==> src/rtl/hdlc_tx_framer.sv <==
// hdlc_tx_framer: HDLC transmit framer. Serialises payload bytes LSB first
// between opening/closing flags (01111110), inserts a 0 after five
// consecutive data ones, emits 0 + ABORT_ONES ones on abort or underrun,
// and idles at all-ones.
//   Clk, Rst            clock, synchronous active-high reset
//   Tx_Start            start a frame (accepted only when !Tx_Busy)
//   Tx_Data/Tx_DataValid/Tx_Last  byte source, handshaken by Tx_Ready
//   Tx_AbortFrame       abort request (OPEN_FLAG/DATA only)
//   Tx                  registered serial line
//   Tx_ValidFrame       flag/data bits on Tx
//   Tx_AbortedTrans     last frame ended by abort
//   Tx_Done             closing flag fully sent (1-cycle pulse)
//   Tx_Busy             frame in progress or post-frame idle not yet elapsed
module hdlc_tx_framer #(
  parameter int unsigned MIN_IDLE   = 8,
  parameter int unsigned ABORT_ONES = 7
) (
  input  logic       Clk,
  input  logic       Rst,
  input  logic       Tx_Start,
  input  logic [7:0] Tx_Data,
  input  logic       Tx_DataValid,
  input  logic       Tx_Last,
  output logic       Tx_Ready,
  input  logic       Tx_AbortFrame,
  output logic       Tx,
  output logic       Tx_ValidFrame,
  output logic       Tx_AbortedTrans,
  output logic       Tx_Done,
  output logic       Tx_Busy
);

  localparam logic [7:0]  FLAG = 8'h7E;
  localparam int unsigned CW   = ($clog2(ABORT_ONES + 1) > 3) ? $clog2(ABORT_ONES + 1) : 3;
  localparam int unsigned IW   = $clog2(MIN_IDLE + 1);

  typedef enum logic [2:0] {
    S_IDLE,
    S_OPEN,
    S_DATA,
    S_CLOSE,
    S_ABORT
  } state_t;

  state_t          r_state, w_state;
  logic            r_tx, w_tx;
  logic [CW-1:0]   r_cnt, w_cnt;
  logic [IW-1:0]   r_idle, w_idle;
  logic [7:0]      r_shift, w_shift;
  logic [2:0]      r_idx, w_idx;
  logic [2:0]      r_ones, w_ones;
  logic            r_stuff, w_stuff;
  logic            r_last, w_last;
  logic            r_done, w_done;
  logic            r_aborted, w_aborted;

  logic            w_unit_end;
  logic            w_ready_slot;
  logic [2:0]      w_ones_base;
  logic [2:0]      w_load_ones;
  logic [2:0]      w_nidx;
  logic            w_nbit;
  logic [2:0]      w_fidx;

  // r_idx names the data bit on Tx; while r_stuff is set the stuffed 0 is on
  // Tx and r_idx still names the data bit that preceded it, so the next data
  // bit is r_idx+1 in both cases.
  assign w_unit_end   = r_stuff ? (r_idx == 3'd7) : ((r_idx == 3'd7) && (r_ones != 3'd5));
  assign w_ready_slot = ((r_state == S_OPEN) && (r_cnt == CW'(7))) ||
                        ((r_state == S_DATA) && w_unit_end && !r_last);
  assign w_ones_base  = (r_state == S_DATA) ? r_ones : '0;
  assign w_load_ones  = Tx_Data[0] ? (w_ones_base + 3'd1) : '0;
  assign w_nidx       = r_idx + 3'd1;
  assign w_nbit       = r_shift[w_nidx];
  assign w_fidx       = r_cnt[2:0] + 3'd1;

  assign Tx_Ready        = w_ready_slot && !Tx_AbortFrame;
  assign Tx              = r_tx;
  assign Tx_ValidFrame   = (r_state == S_OPEN) || (r_state == S_DATA) || (r_state == S_CLOSE);
  assign Tx_AbortedTrans = r_aborted;
  assign Tx_Done         = r_done;
  assign Tx_Busy         = (r_state != S_IDLE) || (r_idle != '0);

  always_comb begin
    w_state   = r_state;
    w_tx      = 1'b1;
    w_cnt     = r_cnt;
    w_idle    = r_idle;
    w_shift   = r_shift;
    w_idx     = r_idx;
    w_ones    = r_ones;
    w_stuff   = r_stuff;
    w_last    = r_last;
    w_done    = 1'b0;
    w_aborted = r_aborted;
    unique case (r_state)
      S_IDLE: begin
        if (r_idle != '0) begin
          w_idle = r_idle - IW'(1);
        end else if (Tx_Start) begin
          w_state   = S_OPEN;
          w_cnt     = '0;
          w_tx      = FLAG[0];
          w_aborted = 1'b0;
        end
      end
      S_OPEN, S_DATA: begin
        if (Tx_AbortFrame || (w_ready_slot && !Tx_DataValid)) begin
          w_state   = S_ABORT;
          w_cnt     = '0;
          w_tx      = 1'b0;
          w_aborted = 1'b1;
        end else if (w_ready_slot) begin
          w_state = S_DATA;
          w_shift = Tx_Data;
          w_idx   = '0;
          w_tx    = Tx_Data[0];
          w_ones  = w_load_ones;
          w_stuff = 1'b0;
          w_last  = Tx_Last;
        end else if (r_state == S_OPEN) begin
          w_cnt = r_cnt + CW'(1);
          w_tx  = FLAG[w_fidx];
        end else if (!r_stuff && (r_ones == 3'd5)) begin
          w_stuff = 1'b1;
          w_ones  = '0;
          w_tx    = 1'b0;
        end else if (w_unit_end) begin
          w_state = S_CLOSE;
          w_cnt   = '0;
          w_tx    = FLAG[0];
        end else begin
          w_idx   = w_nidx;
          w_tx    = w_nbit;
          w_ones  = w_nbit ? (r_ones + 3'd1) : '0;
          w_stuff = 1'b0;
        end
      end
      S_CLOSE: begin
        if (r_cnt == CW'(7)) begin
          w_state = S_IDLE;
          w_idle  = IW'(MIN_IDLE);
          w_done  = 1'b1;
        end else begin
          w_cnt = r_cnt + CW'(1);
          w_tx  = FLAG[w_fidx];
        end
      end
      S_ABORT: begin
        if (r_cnt == CW'(ABORT_ONES)) begin
          w_state = S_IDLE;
          w_idle  = IW'(MIN_IDLE);
        end else begin
          w_cnt = r_cnt + CW'(1);
        end
      end
      default: w_state = S_IDLE;
    endcase
  end

  always_ff @(posedge Clk) begin
    if (Rst) begin
      r_state   <= S_IDLE;
      r_tx      <= 1'b1;
      r_cnt     <= '0;
      r_idle    <= '0;
      r_shift   <= '0;
      r_idx     <= '0;
      r_ones    <= '0;
      r_stuff   <= 1'b0;
      r_last    <= 1'b0;
      r_done    <= 1'b0;
      r_aborted <= 1'b0;
    end else begin
      r_state   <= w_state;
      r_tx      <= w_tx;
      r_cnt     <= w_cnt;
      r_idle    <= w_idle;
      r_shift   <= w_shift;
      r_idx     <= w_idx;
      r_ones    <= w_ones;
      r_stuff   <= w_stuff;
      r_last    <= w_last;
      r_done    <= w_done;
      r_aborted <= w_aborted;
    end
  end

endmodule
==> config.mk <==
export PLATFORM = sky130hd
export DESIGN_NAME = hdlc_tx_framer
export DESIGN_NICKNAME = d
export VERILOG_FILES = /design/src/rtl/hdlc_tx_framer.sv
export SDC_FILE = /design/constraint.sdc
export NUM_CORES = 1
export LEC_CHECK = 0
export BUFFER_PORTS_ARGS = -buffer_cell sky130_fd_sc_hd__buf_2
export CAP_MARGIN = 20
export CELL_PAD_IN_SITES_DETAIL_PLACEMENT = 2
export CELL_PAD_IN_SITES_GLOBAL_PLACEMENT = 2
export CORE_AREA = 2 2 83 69
export DETAILED_ROUTE_END_ITERATION = 8
export DIE_AREA = 0 0 85 71
export PLACE_DENSITY = 0.85
export SLEW_MARGIN = 20
export SYNTH_ARGS = -nofsm -noshare
export SYNTH_HDL_FRONTEND = slang
export SYNTH_SLANG_ARGS = --single-unit
==> constraint.sdc <==
create_clock -name Clk -period 2.3 [get_ports Clk]
set_input_delay 0.46 -clock Clk [delete_from_list [all_inputs] [get_ports Clk]]
set_output_delay 0.46 -clock Clk [all_outputs]
set_load 0.03 [all_outputs]
**Yosys cells after proc, flatten, opt, wreduce, memory -nomap -nowiden**

Memories as Yosys holds them, arrays and structs flattened.
Cells that the tools add are included.

- Bitwise operators: 2
- Multiplexer cells: 54
- Reductions and logical operators: 32
- Add/sub/neg operators: 5
- Shift operators: 0
- $mul: 0
- Magnitude comparators: 2
- Divide/modulo/power cells: 0
- Equality and inequality tests: 24

Operators with widths:

| cell | number |
|---|---|
| 3-bit 2-to-1 mux | 27 |
| 4-bit != test (second input constant) | 5 |
| 1-bit 2-to-1 mux | 19 |
| 3-bit case mux with 3 select lines | 2 |
| 2-bit != test (second input constant) | 7 |
| 3-bit by 1-bit adder with 3-bit output (second input constant) | 4 |
| 3-bit equality test (second input constant) | 4 |
| 3-bit by 4-bit less-than comparator with 1-bit output (second input constant) | 2 |
| 4-bit 2-to-1 mux | 2 |
| 4-bit case mux with 2 select lines | 1 |
| 4-bit AND reduction | 2 |
| 1-bit logical AND | 7 |
| 7-bit AND reduction | 1 |
| 3-bit by 2-bit equality test with 1-bit output (second input constant) | 2 |
| 3-bit != test (second input constant) | 2 |
| 3-bit AND reduction | 2 |
| 6-bit AND reduction | 1 |
| 3-bit nonzero test | 2 |
| 2-bit OR reduction | 3 |
| 1-bit logical OR | 5 |
| 5-bit AND reduction | 1 |
| 1-bit zero test | 4 |
| 2-bit by 1-bit != test with 1-bit output (second input constant) | 2 |
| 2-bit nonzero test | 2 |
| 9 further kinds | 10 |

- Memory bits (read-only): 8
- Memories: 1
- Output and inout bits: 6
- Memory bits (writable): 0
- Latch bits: 0
- Word-level logic and storage cells: 131
- Register bits after elaboration: 29

Memories:

| memory | words | width | read ports | clocked after Yosys merged registers in | wr ports | line | text |
|---|---|---|---|---|---|---|---|
| (no name shown) | 8 | 1 | 1 | 0 | 0 | 146 | `w_tx = FLAG[w_fidx];` |

**Longest topological paths before layout**

Gate-level depths: netlist of run 1.

- Depth in word-level cells: 10
- Depth in mapped cells: 9

**Worst setup path after synthesis of run 1**

No wires, ideal clock.

- Kind: reg-to-output
- From: reg r_cnt[0]
- To: out Tx_Ready
- Cell stages (with the launch flop): 7
- Arrival: 1608 ps
- Setup slack: 232 ps
- Buffers on the path: 1
- Cell sequence: dfxtp_1 -> ha_1 -> ha_1 -> clkbuf_2 -> and4bb_2 -> a31oi_2 -> nor2_1

- Cells in the longest elaborated chain, start to end: 4

RTL lines:

| element | line | text |
|---|---|---|
| start: declaration | 47 | `logic [CW-1:0] r_cnt, w_cnt;` |
| start signal: assignment | 177 | `r_cnt <= w_cnt;` |
| 3-bit equality test | 69 | `assign w_ready_slot = ((r_state == S_OPEN) && (r_cnt == CW'(7))) \|\|` |
| 1-bit logical AND | 69 |  |
| 1-bit logical OR | 69 |  |
| 1-bit logical AND | 77 | `assign Tx_Ready = w_ready_slot && !Tx_AbortFrame;` |
| end: declaration | 24 | `output logic Tx_Ready,` |

No other way between the ends.

**Worst setup path in the final report of run 1**

- From: reg r_cnt[1]
- To: out Tx_Ready

Same word-level chain as after synthesis.

==> results of run 1 <==
worst max-delay path by stage:
stage	from	end	slack (ps)	cells after the start
after floorplan	r_cnt[0]$_SDFFE_PP0P_	Tx_Ready	230	6
after global placement	r_idx[0]$_SDFFE_PP0P_	r_ones[0]$_SDFFE_PP0P_	210	6
after detailed placement	r_idx[0]$_SDFFE_PP0P_	r_ones[0]$_SDFFE_PP0P_	150	7
after CTS	r_ones[0]$_SDFFE_PP0P_	r_idx[0]$_SDFFE_PP0P_	80	6
after global routing	r_idx[0]$_SDFFE_PP0P_	r_ones[0]$_SDFFE_PP0P_	20	7
final	r_cnt[1]$_SDFFE_PP0P_	Tx_Ready	110	6
logic make-up after synthesis:
group / Yosys count / synth area share
compound gates: 46 / 0.191
xor+xnor: 2 / 0.00985
fa+ha+maj: 9 / 0.0633
buf+inv: 18 / 0.0450
flops: 29 / 0.327
mux: 17 / 0.0957
simple gates: 83 / 0.269
metal layers:
layer / share of wire / routed length [µm]
met2: 0.46 / 2520
met4: 0.012 / 66
met1: 0.50 / 2790
met5: 0 / 0
met3: 0.029 / 159
per-stage QoR:
step | std cells | utilization
after floorplan | 204 | -
after global placement | 289 | 0.377
after CTS | 298 | 0.397
after global routing | 299 | 0.402
after detailed placement | 289 | 0.377
final | 299 | 0.402
synth_stat cells, types with 2 or more instances:
cell type                   n  area share
sky130_fd_sc_hd__a211oi_1   2      0.0084
sky130_fd_sc_hd__a21oi_1   11       0.031
sky130_fd_sc_hd__a31o_2     3       0.015
sky130_fd_sc_hd__a31oi_1    2      0.0070
sky130_fd_sc_hd__and2_1     3       0.011
sky130_fd_sc_hd__and4_1     2      0.0099
sky130_fd_sc_hd__buf_2      3      0.0084
sky130_fd_sc_hd__clkbuf_1   4      0.0084
sky130_fd_sc_hd__dfxtp_1   29        0.33
sky130_fd_sc_hd__ha_1       9       0.063
sky130_fd_sc_hd__inv_1      8       0.017
sky130_fd_sc_hd__mux2i_1   17       0.096
sky130_fd_sc_hd__nand2_1   16       0.034
sky130_fd_sc_hd__nand2b_1   6       0.021
sky130_fd_sc_hd__nand3_1    5       0.014
sky130_fd_sc_hd__nand3b_1   2      0.0084
sky130_fd_sc_hd__nand4_1    2      0.0070
sky130_fd_sc_hd__nor2_1    23       0.049
sky130_fd_sc_hd__nor2b_1    2      0.0070
sky130_fd_sc_hd__nor3_1     3      0.0084
sky130_fd_sc_hd__nor3b_1    4       0.017
sky130_fd_sc_hd__nor4_1     2      0.0070
sky130_fd_sc_hd__o21ai_0    6       0.017
sky130_fd_sc_hd__o311a_1    2       0.011
sky130_fd_sc_hd__o31a_1     3       0.015
sky130_fd_sc_hd__o32ai_1    2      0.0099
sky130_fd_sc_hd__o41ai_1    2      0.0099
sky130_fd_sc_hd__or2_2      3       0.011
sky130_fd_sc_hd__or4_1      2      0.0084
sequential cells by signal, summed over array words and instances, names as in the netlist:
signal           flops
Tx                   1
Tx_AbortedTrans      1
Tx_Done              1
r_cnt                3
r_idle               4
r_shift              8
r_last               1
r_state              3
r_stuff              1
r_idx                3
r_ones               3
critical path, stage by stage (launching register included):
cell and delay [ps]:
sky130_fd_sc_hd__dfxtp_1 370, sky130_fd_sc_hd__ha_1 170, sky130_fd_sc_hd__ha_1 160, sky130_fd_sc_hd__and4bb_2 320, sky130_fd_sc_hd__a31oi_4 50, sky130_fd_sc_hd__nor2_1 140, sky130_fd_sc_hd__buf_2 220
layout make-up:
type                    instances  area (µm²)
clock buffers                   6        72.6
clock inverters                 2        10.0
fillers                       600        3140
inverters                       9        33.8
multi-input cells             157        1150
flip-flops and latches         29         583
well taps                      65        81.3
repair buffers                 31         185
report_power, final:
group	switching (mW)	leakage (nW)	total [mW]	internal, mW
combinational	0.515	0.592	0.884	0.368
sequential	0.103	0.236	0.681	0.579
clock	0.208	0.0450	0.417	0.209
total	0.826	0.874	1.98	1.16
repair_timing:
item	4_1_cts	5_1_grt
setup buffers	1	1
resized for setup	2	5
setup endpoints to repair	1	11
==> results summary, run 1 <==
The flow ran to the end, and the final reports show no timing, DRC or antenna violations. The share of async-settable or async-resettable flops after synthesis is 0. The count of antenna-violating nets left after detailed routing came out at 0. The finished cells cover 2110 µm².

The startpoint identified for the worst hold timing path is Tx_Last. The setup TNS is 0 ps. After detailed routing, the average wire length per cell comes to about 19 µm.

The die span in x came out at 85 µm. The worst-margin pin slew is 610 ps. The number of nets in the final layout is 256.

The HPWL after detailed placement is 3660 µm. The maximum vdd drop came out at approximately 0.00048 V. The die outline area is 6040 µm². The number of cells on the worst reg-to-reg path came out at 7.

The path with the worst hold slack has its endpoint at r_last$_SDFFE_PP0P_. The number of nets in the synthesized netlist came out at 227. In this run the tightest slew margin relative to its limit is 0.593. The leakage power total came out at between 0.8 and 0.9 nW. The maximum root-to-sink buffer count is 2. The pin count of the biggest net entering global routing came out at 33. The total of warnings raised by yosys came out at 0. The met2 track utilization from global routing came out at 0.307. Setup violations remaining at the end of the flow were counted as 0. STA classifies the critical path endpoint as a primary output. The worst reg2reg path endpoint is Tx$_SDFF_PP1_. The biggest fanout along the worst timing path is 5. TritonCTS built the clock tree.

The clock latency on the worst-skew pair is 290 ps. In the finished design, the share of the clock period the worst path needs comes to 0.951. The layout-stage area growth over the synthesis result came out at 18.9%.

The most common library cell in the layout ignoring fill and taps is sky130_fd_sc_hd__dfxtp_1. The type of element launching the critical path is a register. The tool flagged a number of max-cap violations equal to 0.

The via count of the first global-routing pass is approximately 1700. The total track usage came out at 0.194. The final critical-path setup slack came out at roughly 110 ps. The H-tree level count is 2. The DRC marker count from the first detailed-route iteration is 85. The highest-utilization routing layer at the global route stage is met2. The average instance area after synthesis came out at about 8.7 µm². On the final layout, the worst hold slack is a little over 400 ps. The floorplan step set the die height to roughly 70 µm.

The post-layout total power came out at 1.98 mW. The first-pass iteration count of the detailed router came out at 4. Summing all placed instances gives a cell area of 1980 µm². The predominant post-synthesis flop cell is sky130_fd_sc_hd__dfxtp_1. Timing would allow up to approximately 0.46 GHz. The via density per instance is 5.56.

The synthesized instance count came out at ~200. The total of flip-flops plus latches after synthesis came out at 29. The congestion estimate from routability-driven global placement came to ~0.8. The number of cells traversed by the worst hold path is 3.

The min-delay analysis places its worst path in the category in -> reg. The total of hold buffers inserted after clock tree synthesis is 0. The count of endpoints failing hold in the final timing report was 0. Leaving out fill and tap cells, the most frequent cells in the layout are sky130_fd_sc_hd__dfxtp_1, sky130_fd_sc_hd__nor2_1, sky130_fd_sc_hd__buf_2, sky130_fd_sc_hd__nand2_1, sky130_fd_sc_hd__mux2i_1. The number of diodes came out at 0. The number of enable-type register cells in the synthesized netlist is 0. Setup repair after global routing left no endpoint under its margin. The setup slack of the worst register-to-register path is approximately 140 ps.

The detailed router placed 1661 vias in this run. The global-route wire length before repair came out at roughly 9300 µm. The pre-CTS setup slack came out at between 150 and 200 ps.

Summed over all layers, the routed wires come to approximately 5500 µm. The met3 usage in global routing is 0.0350. The sum of overflow across all layers after global routing is 0. In the routed design, unresolved DRC markers number 0.

The register area share after synthesis is 0.327. Data on the critical path arrives at its endpoint at around 1700 ps. The critical path in this run is classified as reg -> out. The initial standard-cell utilization of the core is 0.338. The number of standard-cell rows in the floorplan is 24.

The worst setup skew after layout is around 4.9 ps. The final critical path time including I/O delays and setup came out at 2190 ps. In this run the cell area of the synthesized design comes to around 1800 µm². Data on the critical path is required at its endpoint by approximately 1800 ps.

The total CTS buffers came out at 5. The number of top-level pins is 20. The quantity of I/O buffers inserted on ports is 19.

The initial antenna violation count was 0. Dividing total power by cell area gives a power density of 937 nW/µm². The clock root buffer is sky130_fd_sc_hd__clkbuf_8. Clock tree synthesis found a total of 29 sinks. The number of pins with negative max-slew slack in the final report is 0. The met1 usage in global routing came out at 0.270. In this run the critical register-to-register path is launched from r_idx[0]$_SDFFE_PP0P_.

The core footprint came out at roughly 5300 µm². The clock transition at the register clock pins on the worst setup and hold paths after CTS is 70 ps. The share of cells above drive strength 1 came out at 0.244. The number of different library cells used by synthesis comes to 55.
Power figures use the tool's default switching activity.
==> inputs of run 2 (changes only) <==
==> constraint.sdc (replaced) <==
create_clock -name Clk -period 2.1 [get_ports Clk]
set_input_delay 0.42 -clock Clk [delete_from_list [all_inputs] [get_ports Clk]]
set_output_delay 0.42 -clock Clk [all_outputs]
set_load 0.03 [all_outputs]
==> run 2 against run 1 <==
Net effect: the flow now finishes with violations (negative setup slack); final area is 15% higher; via count is 10% higher; non-clock buffer count is 19 higher; core utilization is 6.2 points higher; final cell count is 6.4% higher.
==> results summary, run 2 (synthesized netlist as in run 1, its figures left out) <==
The initialized floorplan defines 24 standard-cell rows. The quantity of I/O buffers inserted on ports came out at 19. The worst-margin pin slew is approximately 630 ps.

The H-tree was split into 2 levels. The critical path in this run is classified as reg -> reg. The number of flip-flops under the largest register name is 8.

The worst setup skew after layout is ~7.2 ps. After detailed routing, the number of vias per cell comes to 5.77. The clock net sink count is 29. The global-route wire length before repair came out at around 11000 µm. The first-pass iteration count of the detailed router is 4. Max-cap violations in this run came to 0. The signal on the critical path passes through ha_2, ha_4, and4bb_4, a31oi_4, buf_4, buf_4, nor2_1, o21ai_0, a21oi_1. The final critical-path setup slack is -110 ps.

For this design the ratio of total power to cell area is around 1100 nW/µm². Summed over all cells, the static leakage comes to about 1.0 nW. The initial standard-cell utilization of the core is 0.338. The number of nets in the final layout is around 280. Leaving out fill and tap cells, the most frequent cell in the layout is sky130_fd_sc_hd__buf_4.

The min-delay analysis places its worst path in the category in -> reg. The DRC marker count from the first detailed-route iteration came out at between 100 and 150. r_shift holds more flip-flops than any other register. The total CTS buffers came out at 5. Hold is met by roughly 360 ps.

The initial antenna violation count is 0. Setup repair after global routing could not meet its margin everywhere. The count of endpoints failing hold in the final timing report came out at 0. The largest incremental delay on the critical path is between 300 and 400 ps.

The routed wirelength normalized by instance count came out at ~24 µm. In the layout the commonest cells are sky130_fd_sc_hd__buf_4, sky130_fd_sc_hd__dfxtp_1, sky130_fd_sc_hd__nor2_1, sky130_fd_sc_hd__buf_2. The pin count of the biggest net entering global routing is 33.

The via count of the first global-routing pass is 1976. The flow ran to the end, but the final reports show violations. STA classifies the critical path endpoint as a register. The die extent in y came out at 71 µm. Relative to the synthesized area, the layout overhead comes to 37.2%. The biggest fanout along the worst timing path came out at 5.

The largest registers in the layout are r_shift (8), r_idle (4). The total track usage is 0.231. The share of cells above drive strength 1 came out at 0.364. The clock transition at the register clock pins on the worst setup and hold paths after CTS is 70 ps. Dividing the final minimum period by the clock period gives 1.05. The arrival time at the worst endpoint is approximately 2400 ps. The headroom to the max-slew limit is 0.580. Broken down by cell family, the worst path's largest delay share belongs to compound AO/OA/AOI/OAI gates.

The core footprint is about 5300 µm². The die span in x came out at 85 µm. The number of top-level pins came out at 20.

The critical path data required time is 2290 ps. The count of unresolved DRC violations after routing came out at 0. The longest clock path from root to sink contains 2 buffers. The filler-free cell count of the finished design came out at ~320. The checks that failed: negative setup slack. The number of buffers and inverters on the critical path is 2. Summed over all layers, the global routing overflow is 0.

The largest individual stage delay along the critical path comes from the cell sky130_fd_sc_hd__dfxtp_2. Wires add up to approximately 7700 µm. In this run, post-CTS hold repair placed 0 buffers. The count of antenna-violating nets left after detailed routing is 0. The setup TNS came out at -123 ps. For this block, the via count after detailed routing is roughly 1800. The final critical path time including I/O delays and setup is approximately 2200 ps. The type of element launching the critical path is a register. The number of pins with negative max-slew slack in the final report came to 0. The setup violation total in the final timing report came out at 2.

The top achievable clock speed came out at 0.452 GHz. The cell count after placement came out at between 200 and 300. At the later pin of the worst-skew pair, clock insertion delay measures about 290 ps. By instance count, the cell type seen most on the critical path is sky130_fd_sc_hd__buf_4. The die covers 6040 µm². The number of diodes is 0. The final RePlAce weighted congestion came out at about 0.81. TritonCTS built the clock tree. The HPWL after detailed placement came out at ~4300 µm. Across the VDD grid, the largest voltage drop is between 0.0006 and 0.0007 V. Clock tree synthesis selected as its root buffer the cell sky130_fd_sc_hd__clkbuf_8.
## run 2: cell count changes in the layout (fill, tap and decap cells not counted), sizes merged
| cell | before | now |
|---|---|---|
| buf | 31 | 50 |
| bufinv | 0 | 2 |
| clkbuf | 6 | 5 |
| clkinv | 2 | 1 |
## run 2: area by class of cell
class | count | area [µm²]
flip-flops and latches | 29 | 589
fillers | 558 | 2820
clock inverters | 3 | 65.1
multi-input cells | 157 | 1240
inverters | 9 | 33.8
repair buffers | 50 | 358
clock buffers | 5 | 68.8
well taps | 65 | 81.3
## run 2: final timing paths
path	start	depth (start not counted)	slack, ps	end
worst min register to register	r_ones[1]$_SDFFE_PP0P_	2	500	r_ones[1]$_SDFFE_PP0P_
worst max-delay path	r_cnt[0]$_SDFFE_PP0P_	9	-110	Tx_AbortedTrans$_SDFFE_PP0P_
worst min-delay path	Tx_Data[1]	3	360	r_shift[1]$_SDFFE_PP0P_
worst max register to register	r_cnt[0]$_SDFFE_PP0P_	9	-110	Tx_AbortedTrans$_SDFFE_PP0P_
## run 2: timing repair
action                                  CTS  global route
resized for setup                         6            28
pin swaps                                 1             4
endpoints found under the setup margin    9            25
cloned                                    0             0
buffers inserted                          6             9
## run 2: worst min-delay path, stage by stage
cell                      delay [ps]
sky130_fd_sc_hd__buf_2            70
sky130_fd_sc_hd__mux2i_1          50
sky130_fd_sc_hd__nor2_1           70
## run 2: power by group
group / internal [mW] / switching, mW / total (mW)
Clock: 0.471 / 0.246 / 0.718
Combinational: 0.539 / 0.726 / 1.26
Sequential: 0.636 / 0.117 / 0.753
Total: 1.65 / 1.09 / 2.73
## run 2: metrics by stage
stage / util / area (µm²) / worst slack (ps) / total power [mW]
after detailed placement: 0.388 / 2040 / -60.9 / 1.75
final: 0.464 / 2440 / -110 / 2.73
after CTS: 0.428 / 2250 / 6.48 / 2.50
after floorplan: - / 1780 / 72.0 / 1.43
after global placement: 0.388 / 2040 / 75.2 / 1.68
after global routing: 0.464 / 2440 / -185 / 2.88
## run 2: layer usage
layer	part of all wire	vias to the layer above	track usage	routed length (µm)
met5	0	-	0	0
met4	0.021	0	0.0988	163
met3	0.039	12	0.0502	298
met2	0.49	51	0.379	3750
met1	0.45	929	0.293	3460
li1	-	842	-	-
==> inputs of run 3 (changes only) <==
--- a/config.mk
+++ b/config.mk
@@ -9,10 +9,11 @@
 export CAP_MARGIN = 20
 export CELL_PAD_IN_SITES_DETAIL_PLACEMENT = 2
 export CELL_PAD_IN_SITES_GLOBAL_PLACEMENT = 2
-export CORE_AREA = 2 2 83 69
+export CORE_AREA = 2 2 75 77
 export DETAILED_ROUTE_END_ITERATION = 8
-export DIE_AREA = 0 0 85 71
-export PLACE_DENSITY = 0.85
+export DIE_AREA = 0 0 77 79
+export PLACE_DENSITY = 0.84
+export SETUP_SLACK_MARGIN = 0.02
 export SLEW_MARGIN = 20
 export SYNTH_ARGS = -nofsm -noshare
 export SYNTH_HDL_FRONTEND = slang
==> run 3 against run 2 <==
Net effect: the run now ends clean; die area up 0.80%; register-to-register slack better by 120 ps; fmax up 6.0%.
==> results summary, run 3 (synthesized netlist as in run 1, its figures left out) <==
The run finished with clean final reports. The floorplan step defined a die boundary enclosing around 6100 µm². The worst setup skew after layout is between 8 and 9 ps. The number of nets in the final layout came out at 270. The leakage power total is 0.953 nW.

The critical path data required time is roughly 2200 ps. The first-pass iteration count of the detailed router came out at 4. At the end of the flow the core is filled with cells to 0.444. The maximum root-to-sink buffer count came out at 2. The die span in x came out at 77 µm. The routed wirelength normalized by instance count came out at 20.9 µm. For the worst setup path, the data arrival time is 2220 ps. The number of cells traversed by the worst hold path is 3.

The total internal power came out at 1.39 mW. For this design the total switching power over the nets is 977 µW. The number of flip-flops under the largest register name came out at 8.

The pin count of the biggest net entering global routing is 33. After floorplanning, the core was divided into 27 placement rows. The worst hold slack came out at approximately 370 ps. The number of top-level pins came out at 20. The DRC marker count from the first detailed-route iteration is 53.

For this block, wires on met1 add up to roughly 2700 µm. Of the cells placed in the final design, the portion with a size suffix greater than 1 is 0.367. The worst register-to-register path has a setup slack of 10 ps.

The initial standard-cell utilization of the core came out at 0.333. The core footprint came out at about 5300 µm². The setup violation total in the final timing report is 0.

The maximum vdd drop came out at 0.000539 V. The quantity of I/O buffers inserted on ports is 19. The count of endpoints failing hold in the final timing report came out at 0.

The capture endpoint of the worst hold path is r_shift[7]$_SDFFE_PP0P_. For the pin with the worst max-slew slack, the measured transition is 624 ps. Clock-pin slew was measured on the worst setup and hold paths at 60 ps. The critical path capture point type is a register. The top routing layer in use is met4. The clock net sink count is 29. Along the worst path, the maximum fanout reaches 7. The layout-stage area growth over the synthesis result is 33.3%. The clock latency on the worst-skew pair is 290 ps. Summed over all nets, the half-perimeter wirelength after detailed placement is about 4000 µm. The fraction of power spent switching nets is 0.413. The number of pins with negative max-slew slack in the final report came out at 0. Once placement finished, the instance area stood at between 2000 and 2500 µm². The largest registers in the layout are r_shift (8), r_idle (4).

The worst pin sits at a relative slew slack of 0.584. The register with the most flip-flops in the final layout is r_shift. The endpoint identified for the worst register-to-register timing path is r_ones[1]$_SDFFE_PP0P_. The count of antenna-violating nets left after detailed routing came out at 0. The via count came out at about 1800. The die extent in y is around 80 µm. The via count of the first global-routing pass is between 1500 and 2000. The share of total power dissipated in combinational logic is 0.494. The final critical-path setup slack is roughly 14 ps. In this run the critical register-to-register path is launched from r_cnt[0]$_SDFFE_PP0P_.

The power density over the cells is between 900 and 1000 nW/µm². Setup repair after global routing could not meet its margin everywhere. In the detailed route, the total length drawn on met3 is between 200 and 250 µm.

The startpoint identified for the worst hold timing path is Tx_Data[7]. In this run, CTS created clock tree buffers numbering 5. The startpoint-to-endpoint class of the critical path is reg -> reg. The detailed-routed wire length on met2 came out at roughly 3700 µm. The H-tree level count is 2. The critical path starts at r_cnt[0]$_SDFFE_PP0P_. The final critical path time including I/O delays and setup came out at around 2100 ps.

The share of total power in the clock network is 0.194. The worst min-delay path class is in -> reg. The sum of overflow across all layers after global routing came out at 0. 0 antenna diodes ended up in the layout. The type of element launching the critical path is a register. The most common library cell in the layout ignoring fill and taps is sky130_fd_sc_hd__buf_4. The number of cells on the worst reg-to-reg path is 7. The total track usage is 0.210. The total routed wirelength is around 6700 µm. The final period utilization came out at 0.993. The final RePlAce weighted congestion is between 0.7 and 0.8. The library cells used most frequently in the layout, excluding fill and tap cells, are sky130_fd_sc_hd__buf_4, sky130_fd_sc_hd__dfxtp_1, sky130_fd_sc_hd__nor2_1, sky130_fd_sc_hd__buf_2. The number of max-cap violations is 0.

The clock root buffer is sky130_fd_sc_hd__clkbuf_8. The count of unresolved DRC violations after routing is 0. The first global-routing pass estimated 9920 µm of wire. The area of all placed cells without fillers came out at 2370 µm². The top achievable clock speed came out at 0.479 GHz. The part of the total power dissipated in sequential elements is 0.312. The initial antenna violation count is 0. The pre-CTS setup slack is ~18 ps. The CTS tree is built. Using the TritonRoute via totals, the vias-per-cell ratio works out to between 5 and 6.
## run 3: metrics by stage
stage	TNS, ps	total power, mW	instances
final	0	2.36	320
after global routing	-402	2.52	320
after CTS	0	2.27	318
after detailed placement	0	1.77	308
after global placement	0	1.72	308
after floorplan	0	1.43	204
## run 3: what timing repair did
item / in CTS / in global routing
resized for setup: 9 / 30
buffers inserted: 2 / 2
hold buffers: 0 / 0
endpoints found under the setup margin: 8 / 24
pin swaps: 0 / 3
## run 3: cell type report
class | instances | area [µm²]
Fill cell | 606 | 2970
Multi-Input combinational cell | 157 | 1260
Sequential cell | 29 | 589
Timing Repair Buffer | 45 | 317
Tap cell | 72 | 90.1
Clock buffer | 8 | 80.1
Inverter | 9 | 33.8
## run 3: worst max path at each step
| stage | end | slack (ps) | cells after the start |
|---|---|---|---|
| 4_1_cts | Tx_Ready | 40 | 6 |
| 2_1_floorplan | Tx_Ready | 70 | 6 |
| 3_5_place_dp | r_cnt[2]$_SDFFE_PP0P_ | 20 | 8 |
| 5_1_grt | r_ones[1]$_SDFFE_PP0P_ | -100 | 7 |
| 3_3_place_gp | r_idx[0]$_SDFFE_PP0P_ | 80 | 8 |
| 6_report | r_ones[1]$_SDFFE_PP0P_ | 10 | 7 |
## run 3: metal layers
metal | global-route usage | vias up
met2 | 0.401 | 34
li1 | - | 836
met1 | 0.234 | 900
met5 | 0 | -
met3 | 0.0409 | 14
met4 | 0.0696 | 0
## run 3: worst max-delay path: stages, from the launching register on
cell and delay (ps):
sky130_fd_sc_hd__dfxtp_2 340, sky130_fd_sc_hd__ha_2 180, sky130_fd_sc_hd__ha_2 190, sky130_fd_sc_hd__and4bb_4 300, sky130_fd_sc_hd__and2_4 180, sky130_fd_sc_hd__o31a_1 400
sky130_fd_sc_hd__o311a_1 280, sky130_fd_sc_hd__a211oi_1 70
## run 3: power by group through the flow
stage	Sequential (mW)	Combinational (mW)	Clock, mW
2_1_floorplan	0.728	0.704	0
6_report	0.737	1.17	0.459
5_1_grt	0.746	1.28	0.496
3_5_place_dp	0.725	1.04	0
4_1_cts	0.716	1.08	0.467
3_3_place_gp	0.721	0.999	0
